===== src/rtl/fpu_mult_pkg.sv =====
// fpu_mult_pkg: shared types and constants for the sequential significand
// multiplier.
//   mult_state_t : FSM encoding (IDLE, BUSY, DONE)
//   calc_iters() : number of BUSY cycles for a WIDTH / BITS_PER_CYCLE pair
//   SP_SIG_W / DP_SIG_W : single / double precision significand widths
package fpu_mult_pkg;

  localparam int SP_SIG_W = 24;
  localparam int DP_SIG_W = 53;

  typedef enum logic [1:0] {
    IDLE = 2'd0,
    BUSY = 2'd1,
    DONE = 2'd2
  } mult_state_t;

  function automatic int calc_iters(input int width, input int bpc);
    return width / bpc;
  endfunction

endpackage


===== src/rtl/fpu_mult_pp.sv =====
// fpu_mult_pp: combinational partial-product generator.
//   mcand : WIDTH-bit unsigned multiplicand
//   digit : BITS_PER_CYCLE-bit multiplier digit
//   pp    : WIDTH+BITS_PER_CYCLE-bit exact product mcand * digit
// Kept as its own block so a Booth-recoded generator can drop in later.
module fpu_mult_pp #(
  parameter int WIDTH          = 24,
  parameter int BITS_PER_CYCLE = 2
) (
  input  logic [WIDTH-1:0]                mcand,
  input  logic [BITS_PER_CYCLE-1:0]       digit,
  output logic [WIDTH+BITS_PER_CYCLE-1:0] pp
);

  always_comb begin
    pp = {{BITS_PER_CYCLE{1'b0}}, mcand} * {{WIDTH{1'b0}}, digit};
  end

endmodule


===== src/rtl/fpu_mult_seq.sv =====
// fpu_mult_seq: sequential WIDTH x WIDTH -> 2*WIDTH unsigned multiplier,
// retiring BITS_PER_CYCLE multiplier bits per BUSY cycle.
//   clk, rst_n                  : clock, async active-low reset
//   in_valid/in_ready           : operand handshake (multiplicand, multiplier)
//   out_valid/out_ready         : product handshake (product)
//   flush                       : synchronous abort back to IDLE
//   busy                        : high in BUSY or DONE
// Optional feature macro FPU_MULT_EARLY_OUT_EN: finish as soon as the
// remaining multiplier bits are all zero.
module fpu_mult_seq
  import fpu_mult_pkg::*;
#(
  parameter int WIDTH          = SP_SIG_W,
  parameter int BITS_PER_CYCLE = 2
) (
  input  logic                 clk,
  input  logic                 rst_n,
  input  logic                 in_valid,
  output logic                 in_ready,
  input  logic [WIDTH-1:0]     multiplicand,
  input  logic [WIDTH-1:0]     multiplier,
  input  logic                 flush,
  output logic                 out_valid,
  input  logic                 out_ready,
  output logic [2*WIDTH-1:0]   product,
  output logic                 busy
);

  localparam int ITERS = calc_iters(WIDTH, BITS_PER_CYCLE);
  localparam int CW    = $clog2(ITERS + 1);
  // The shifted multiplicand never has a set bit above 2*WIDTH-BITS_PER_CYCLE-1
  // while it is still being used (max shift is WIDTH-BITS_PER_CYCLE), so its
  // top BITS_PER_CYCLE bits are not stored and the partial product is exactly
  // 2*WIDTH bits wide.
  localparam int MW    = 2*WIDTH - BITS_PER_CYCLE;

  if ((WIDTH % BITS_PER_CYCLE) != 0) begin : g_bad_bpc
    $error("fpu_mult_seq: BITS_PER_CYCLE must divide WIDTH");
  end

  mult_state_t           state_q, state_d;
  logic [MW-1:0]         mcand_sh_q, mcand_sh_d;
  logic [WIDTH-1:0]      mplier_sh_q, mplier_sh_d;
  logic [2*WIDTH-1:0]    acc_q, acc_d;
  logic [CW-1:0]         cnt_q, cnt_d;
  logic                  in_ready_q, in_ready_d;
  logic                  out_valid_q, out_valid_d;
  logic                  busy_q, busy_d;
  logic [2*WIDTH-1:0]    product_q, product_d;

  logic [2*WIDTH-1:0]    pp;
  logic [2*WIDTH-1:0]    acc_sum;
  logic                  last_iter;

  fpu_mult_pp #(
    .WIDTH          (MW),
    .BITS_PER_CYCLE (BITS_PER_CYCLE)
  ) u_pp (
    .mcand (mcand_sh_q),
    .digit (mplier_sh_q[BITS_PER_CYCLE-1:0]),
    .pp    (pp)
  );

  always_comb begin
    acc_sum = acc_q + pp;
`ifdef FPU_MULT_EARLY_OUT_EN
    // Nothing left to add once the remaining multiplier bits are zero.
    last_iter = (cnt_q == CW'(ITERS - 1)) ||
                ((mplier_sh_q >> BITS_PER_CYCLE) == '0);
`else
    last_iter = (cnt_q == CW'(ITERS - 1));
`endif
  end

  always_comb begin
    state_d     = state_q;
    mcand_sh_d  = mcand_sh_q;
    mplier_sh_d = mplier_sh_q;
    acc_d       = acc_q;
    cnt_d       = cnt_q;
    in_ready_d  = in_ready_q;
    out_valid_d = out_valid_q;
    busy_d      = busy_q;
    product_d   = product_q;

    if (flush) begin
      // Abort wins over everything; product keeps its last value.
      state_d     = IDLE;
      in_ready_d  = 1'b1;
      out_valid_d = 1'b0;
      busy_d      = 1'b0;
    end else begin
      case (state_q)
        IDLE: begin
          if (in_valid && in_ready_q) begin
            mcand_sh_d  = MW'(multiplicand);
            mplier_sh_d = multiplier;
            acc_d       = '0;
            cnt_d       = '0;
            state_d     = BUSY;
            in_ready_d  = 1'b0;
            busy_d      = 1'b1;
          end
        end
        BUSY: begin
          acc_d       = acc_sum;
          mcand_sh_d  = mcand_sh_q << BITS_PER_CYCLE;
          mplier_sh_d = mplier_sh_q >> BITS_PER_CYCLE;
          cnt_d       = cnt_q + 1'b1;
          if (last_iter) begin
            state_d     = DONE;
            out_valid_d = 1'b1;
            product_d   = acc_sum;
          end
        end
        DONE: begin
          if (out_ready) begin
            state_d     = IDLE;
            out_valid_d = 1'b0;
            in_ready_d  = 1'b1;
            busy_d      = 1'b0;
          end
        end
        default: begin
          state_d     = IDLE;
          in_ready_d  = 1'b1;
          out_valid_d = 1'b0;
          busy_d      = 1'b0;
        end
      endcase
    end
  end

  always_ff @(posedge clk or negedge rst_n) begin
    if (!rst_n) begin
      state_q     <= IDLE;
      mcand_sh_q  <= '0;
      mplier_sh_q <= '0;
      acc_q       <= '0;
      cnt_q       <= '0;
      in_ready_q  <= 1'b1;
      out_valid_q <= 1'b0;
      busy_q      <= 1'b0;
      product_q   <= '0;
    end else begin
      state_q     <= state_d;
      mcand_sh_q  <= mcand_sh_d;
      mplier_sh_q <= mplier_sh_d;
      acc_q       <= acc_d;
      cnt_q       <= cnt_d;
      in_ready_q  <= in_ready_d;
      out_valid_q <= out_valid_d;
      busy_q      <= busy_d;
      product_q   <= product_d;
    end
  end

  assign in_ready  = in_ready_q;
  assign out_valid = out_valid_q;
  assign busy      = busy_q;
  assign product   = product_q;

endmodule


===== config.mk =====
export PLATFORM = sky130hd
export DESIGN_NAME = fpu_mult_seq
export DESIGN_NICKNAME = d
export VERILOG_FILES = /design/src/rtl/fpu_mult_pkg.sv /design/src/rtl/fpu_mult_pp.sv /design/src/rtl/fpu_mult_seq.sv
export SDC_FILE = /design/constraint.sdc
export NUM_CORES = 1
export LEC_CHECK = 0
export ABC_AREA = 1
export CAP_MARGIN = 10
export CORE_ASPECT_RATIO = 0.9
export CORE_UTILIZATION = 45
export CTS_BUF_LIST = sky130_fd_sc_hd__clkbuf_4 sky130_fd_sc_hd__clkbuf_8
export DETAILED_ROUTE_END_ITERATION = 8
export GPL_TIMING_DRIVEN = 0
export PLACE_DENSITY = 0.61
export SLEW_MARGIN = 20
export SYNTH_ARGS = -nofsm -noshare
export SYNTH_HDL_FRONTEND = slang
export SYNTH_SLANG_ARGS = --single-unit

===== constraint.sdc =====
create_clock -name clk -period 3.5 [get_ports clk]
set_clock_uncertainty 0.2 [all_clocks]
set_input_delay 0.875 -clock clk [delete_from_list [all_inputs] [get_ports clk]]
set_output_delay 0.875 -clock clk [all_outputs]
set_load 0.05 [all_outputs]

==> metrics.txt, run 1 <==
# TYPE chip_impl_metric gauge
chip_impl_info{name="endpoint_kind",value="register"} 1
chip_impl_metric{name="number_of_cells_produced_by_synthesis",unit=""} 1874
chip_impl_metric{name="worst_pin_slew",unit="ps"} 850.6
chip_impl_metric{name="detailroute.via_count",unit=""} 11780
chip_impl_metric{name="insertion_delay",unit="ps"} 490
chip_impl_metric{name="grt_remaining_overflow",unit=""} 0
chip_impl_metric{name="cts.htree.levels",unit=""} 4
chip_impl_metric{name="fin_tns_setup",unit="ps"} 0
chip_impl_metric{name="critPathMaxFanout",unit=""} 10
chip_impl_metric{name="grt_start_max_net_pins",unit=""} 75
chip_impl_metric{name="grt_first_pass_wirelength",unit="um"} 62550
chip_impl_metric{name="wire_length_per_cell",unit="um"} 16.86
chip_impl_metric{name="utilization",unit=""} 0.5378
chip_impl_metric{name="post-dp-hpwl",unit="um"} 31970
chip_impl_metric{name="antennaDiodeCount",unit=""} 0
chip_impl_metric{name="grt_pass1_vias",unit=""} 11130
chip_impl_metric{name="timing.final.setup_violations",unit=""} 0
chip_impl_metric{name="detailedRoute.firstIterationViolations",unit=""} 873
chip_impl_metric{name="rrSetupSlack",unit="ps"} 110
chip_impl_metric{name="area_growth_syn_to_layout",unit="%"} 17.37
chip_impl_metric{name="synthesis.yosys.warnings",unit=""} 0
chip_impl_metric{name="synth_area",unit="sq um"} 12800
chip_impl_info{name="startpoint_type",value="register"} 1
chip_impl_metric{name="die_area",unit="sq um"} 29130
chip_impl_metric{name="report.final.slew_viol_count",unit=""} 0
chip_impl_metric{name="final_layout_size_suffix_gt1_frac",unit=""} 0.08404
chip_impl_metric{name="sequential_area_share_after_synthesis",unit=""} 0.3421
chip_impl_metric{name="dieHeight",unit="um"} 162.0
chip_impl_metric{name="design_area",unit="sq um"} 15030
chip_impl_metric{name="remaining_design_rule_violation_count",unit=""} 3
chip_impl_info{name="synth_flop_cell",value="dfrtp_1"} 1
chip_impl_metric{name="synth_edf_count",unit=""} 0
chip_impl_metric{name="hold_violations",unit=""} 0
chip_impl_metric{name="start_util",unit=""} 0.4583
chip_impl_metric{name="drt_pre_antenna_iters",unit=""} 7
chip_impl_metric{name="route.final.wire_length",unit="um"} 39970
chip_impl_metric{name="grt_util_all_layers",unit=""} 0.2821
chip_impl_metric{name="path_clk_slew",unit="ps"} 110
chip_impl_metric{name="post-route-period-util",unit=""} 0.9700
chip_impl_info{name="path_class",value="reg2reg"} 1
chip_impl_info{name="cts_tree",value="yes"} 1
chip_impl_metric{name="ioPinCount",unit=""} 104
chip_impl_metric{name="die_x",unit="um"} 179.8
chip_impl_metric{name="route.detailed.vias_per_inst",unit=""} 4.969
chip_impl_metric{name="irDropWorstVdd",unit="mV"} 0.2829
chip_impl_info{name="cts_root_buf",value="clkbuf_8"} 1
chip_impl_metric{name="power.leakage",unit="nW"} 8.099
chip_impl_metric{name="placed_area",unit="sq um"} 14350
chip_impl_metric{name="maxSlewHeadroom",unit=""} 0.4330
chip_impl_metric{name="globalplace.congestion",unit=""} 0.9589
chip_impl_metric{name="ant_nets",unit=""} 0
chip_impl_metric{name="fill_cells",unit=""} 2852
chip_impl_info{name="worstHoldPathType",value="in2async"} 1
chip_impl_metric{name="critPathArrivalTime",unit="ps"} 3580
chip_impl_metric{name="async_flop_share",unit=""} 1.000
chip_impl_metric{name="syn_nets",unit=""} 2022
chip_impl_metric{name="clock_sinks",unit=""} 175
chip_impl_metric{name="core_region_area",unit="sq um"} 27940
chip_impl_info{name="unrepaired_setup_endpoints_after_global_routing",value="true"} 1
chip_impl_metric{name="crit_required",unit="ps"} 3690
chip_impl_metric{name="number_of_placement_rows",unit=""} 58
chip_impl_metric{name="ctsLongestPathBuffers",unit=""} 2
chip_impl_metric{name="finalCriticalPeriod",unit="ps"} 3395
chip_impl_metric{name="place.port_buffers",unit=""} 103
chip_impl_info{name="outcome",value="finished with violations"} 1
chip_impl_metric{name="cts-buffers-inserted",unit=""} 17
chip_impl_metric{name="maxCapViolCount",unit=""} 0
chip_impl_metric{name="cts_setup_buffers",unit=""} 0
chip_impl_metric{name="post_synth_num_cell_types",unit=""} 43
chip_impl_info{name="failing_checks",value="DRC"} 1
chip_impl_metric{name="max_freq",unit="MHz"} 294.6
chip_impl_metric{name="power-per-cell-area",unit="nW/um^2"} 515.7
chip_impl_metric{name="post_synth.cell_area_avg",unit="sq um"} 6.832
chip_impl_metric{name="ys_seq_elements",unit=""} 175
chip_impl_metric{name="initial_antenna_violation_count",unit=""} 0
chip_impl_metric{name="final_nets",unit=""} 2146
==> cell type report <==
| cell class | count | area [sq um] | share of cell area |
|---|---|---|---|
| clock buffer | 19 | 255.2 | 0.01699 |
| sequential | 175 | 4380 | 0.2915 |
| buffer | 52 | 315.3 | 0.02098 |
| tap | 360 | 450.4 | 0.02998 |
| clock inverter | 13 | 140.1 | 0.009326 |
| timing repair buffer | 105 | 1091 | 0.07261 |
| multi-input combinational | 1229 | 6825 | 0.4542 |
| inverter | 418 | 1569 | 0.1044 |
==> placed cells by master, fill, tap and decap left out, types with 26 or more instances in the layout <==
| master | Yosys | final |
|---|---|---|
| a21oi_1 | 31 | 26 |
| clkdlybuf4s50_1 | 0 | 102 |
| dfrtp_1 | 174 | 174 |
| fa_1 | 46 | 45 |
| ha_1 | 49 | 36 |
| inv_1 | 407 | 407 |
| nand2_1 | 677 | 667 |
| nand3_1 | 96 | 92 |
| nor2_1 | 75 | 62 |
| o21ai_0 | 100 | 100 |
| o22ai_1 | 34 | 34 |
==> sequential cells by signal, summed over array words and instances (netlist names) <==
signal	cells
mcand_sh_q	46
busy	1
state_q	2
acc_q	48
product	48
in_ready	1
cnt_q	4
mplier_sh_q	24
out_valid	1
==> stage by stage <==
stage / setup WS [ps] / hold slack (ps) / cells / power (mW)
floorplan: 403.9 / 249.1 / 1874 / 4.974
global placement: -6153 / 263.1 / 2337 / 5.998
detailed placement: -801.9 / 264.9 / 2339 / 6.059
CTS: 7.909 / 45.67 / 2371 / 7.596
global route: -9.802 / 59.06 / 2371 / 8.310
finish: 105.1 / 44.17 / 2371 / 7.749
==> synth_stat cells, drive strengths merged, types with 5 or more instances <==
cell type	number	area, sq um
nor2	92	416.7
o21ai	111	555.5
nand3	104	560.5
nand2	687	2604
fa	46	920.9
xnor2	17	148.9
ha	49	613.1
nand4	11	68.82
buf	29	155.1
clkbuf	23	96.34
a22oi	5	37.54
nor3	6	40.04
inv	418	1569
o22ai	34	212.7
dfrtp	174	4354
a21oi	31	155.2
nand3b	11	86.33
==> final timing paths <==
| check | cells after the start | startpoint | end |
|---|---|---|---|
| worst max-delay path | 18 | mplier_sh_q[1] | acc_q[36] |
| worst min-delay path | 1 | rst_n | acc_q[8] |
| worst max register to register | 18 | mplier_sh_q[1] | acc_q[36] |
| worst min register to register | 2 | in_ready | in_ready |
| max in group asynchronous | 2 | rst_n | in_ready |
| min in group clk | 2 | in_ready | in_ready |
==> where the power goes <==
| group | switching, mW | internal, mW |
|---|---|---|
| combinational | 2.32 | 1.23 |
| sequential | 0.296 | 2.41 |
| clock | 0.922 | 0.563 |
==> worst max-delay path, stage by stage, from the launching register on <==
cell	delay (ps)
dfrtp_1	410
buf_8	190
buf_6	170
nand2_1	80
fa_1	500
inv_1	40
ha_1	360
nand2_1	230
inv_1	100
nand2_1	80
nand2_1	60
inv_1	50
nand2_1	100
inv_1	90
nand3_2	150
nand2_1	160
nand3_1	120
nand3_1	140
nand2_1	60
==> repair_timing <==
action / CTS / global route
gates resized for setup: 24 / 66
gates cloned: 0 / 0
pin swaps: 0 / 3
endpoints found under the setup margin: 72 / 56
hold buffers: 0 / 0
==> routing by layer <==
layer  part of all wire  GRT usage
met1               0.52     0.4385
met2               0.41     0.4086
met3              0.063    0.05247
met4             0.0071    0.04545
met5                  0          0
==> kinds of logic (layout without fill, tap and decap cells) <==
family | after synthesis | after routing | synth area share
AO/OA/AOI/OAI | 195 | 195 | 0.08316
buffers and inverters | 470 | 607 | 0.1422
AND/OR/NAND/NOR | 919 | 919 | 0.2989
multiplexers | 1 | 1 | 0.0007818
flip-flops | 175 | 175 | 0.3421
adder cells (fa/ha/maj) | 95 | 95 | 0.1198
XOR/XNOR | 19 | 19 | 0.01300
Note: power is estimated with default switching activity, not from simulation.
==> inputs of run 2 (changes only) <==
TNS_END_PERCENT = 10   (was not set)
==> results of run 2 <==
The final DEF is identical to that of run 1; final timing and power are the same.
==> inputs of run 3 (changes only) <==
SLEW_MARGIN = 25   (was 20)
==> results of run 3 <==
The final DEF is identical to that of run 1; final timing and power are the same.
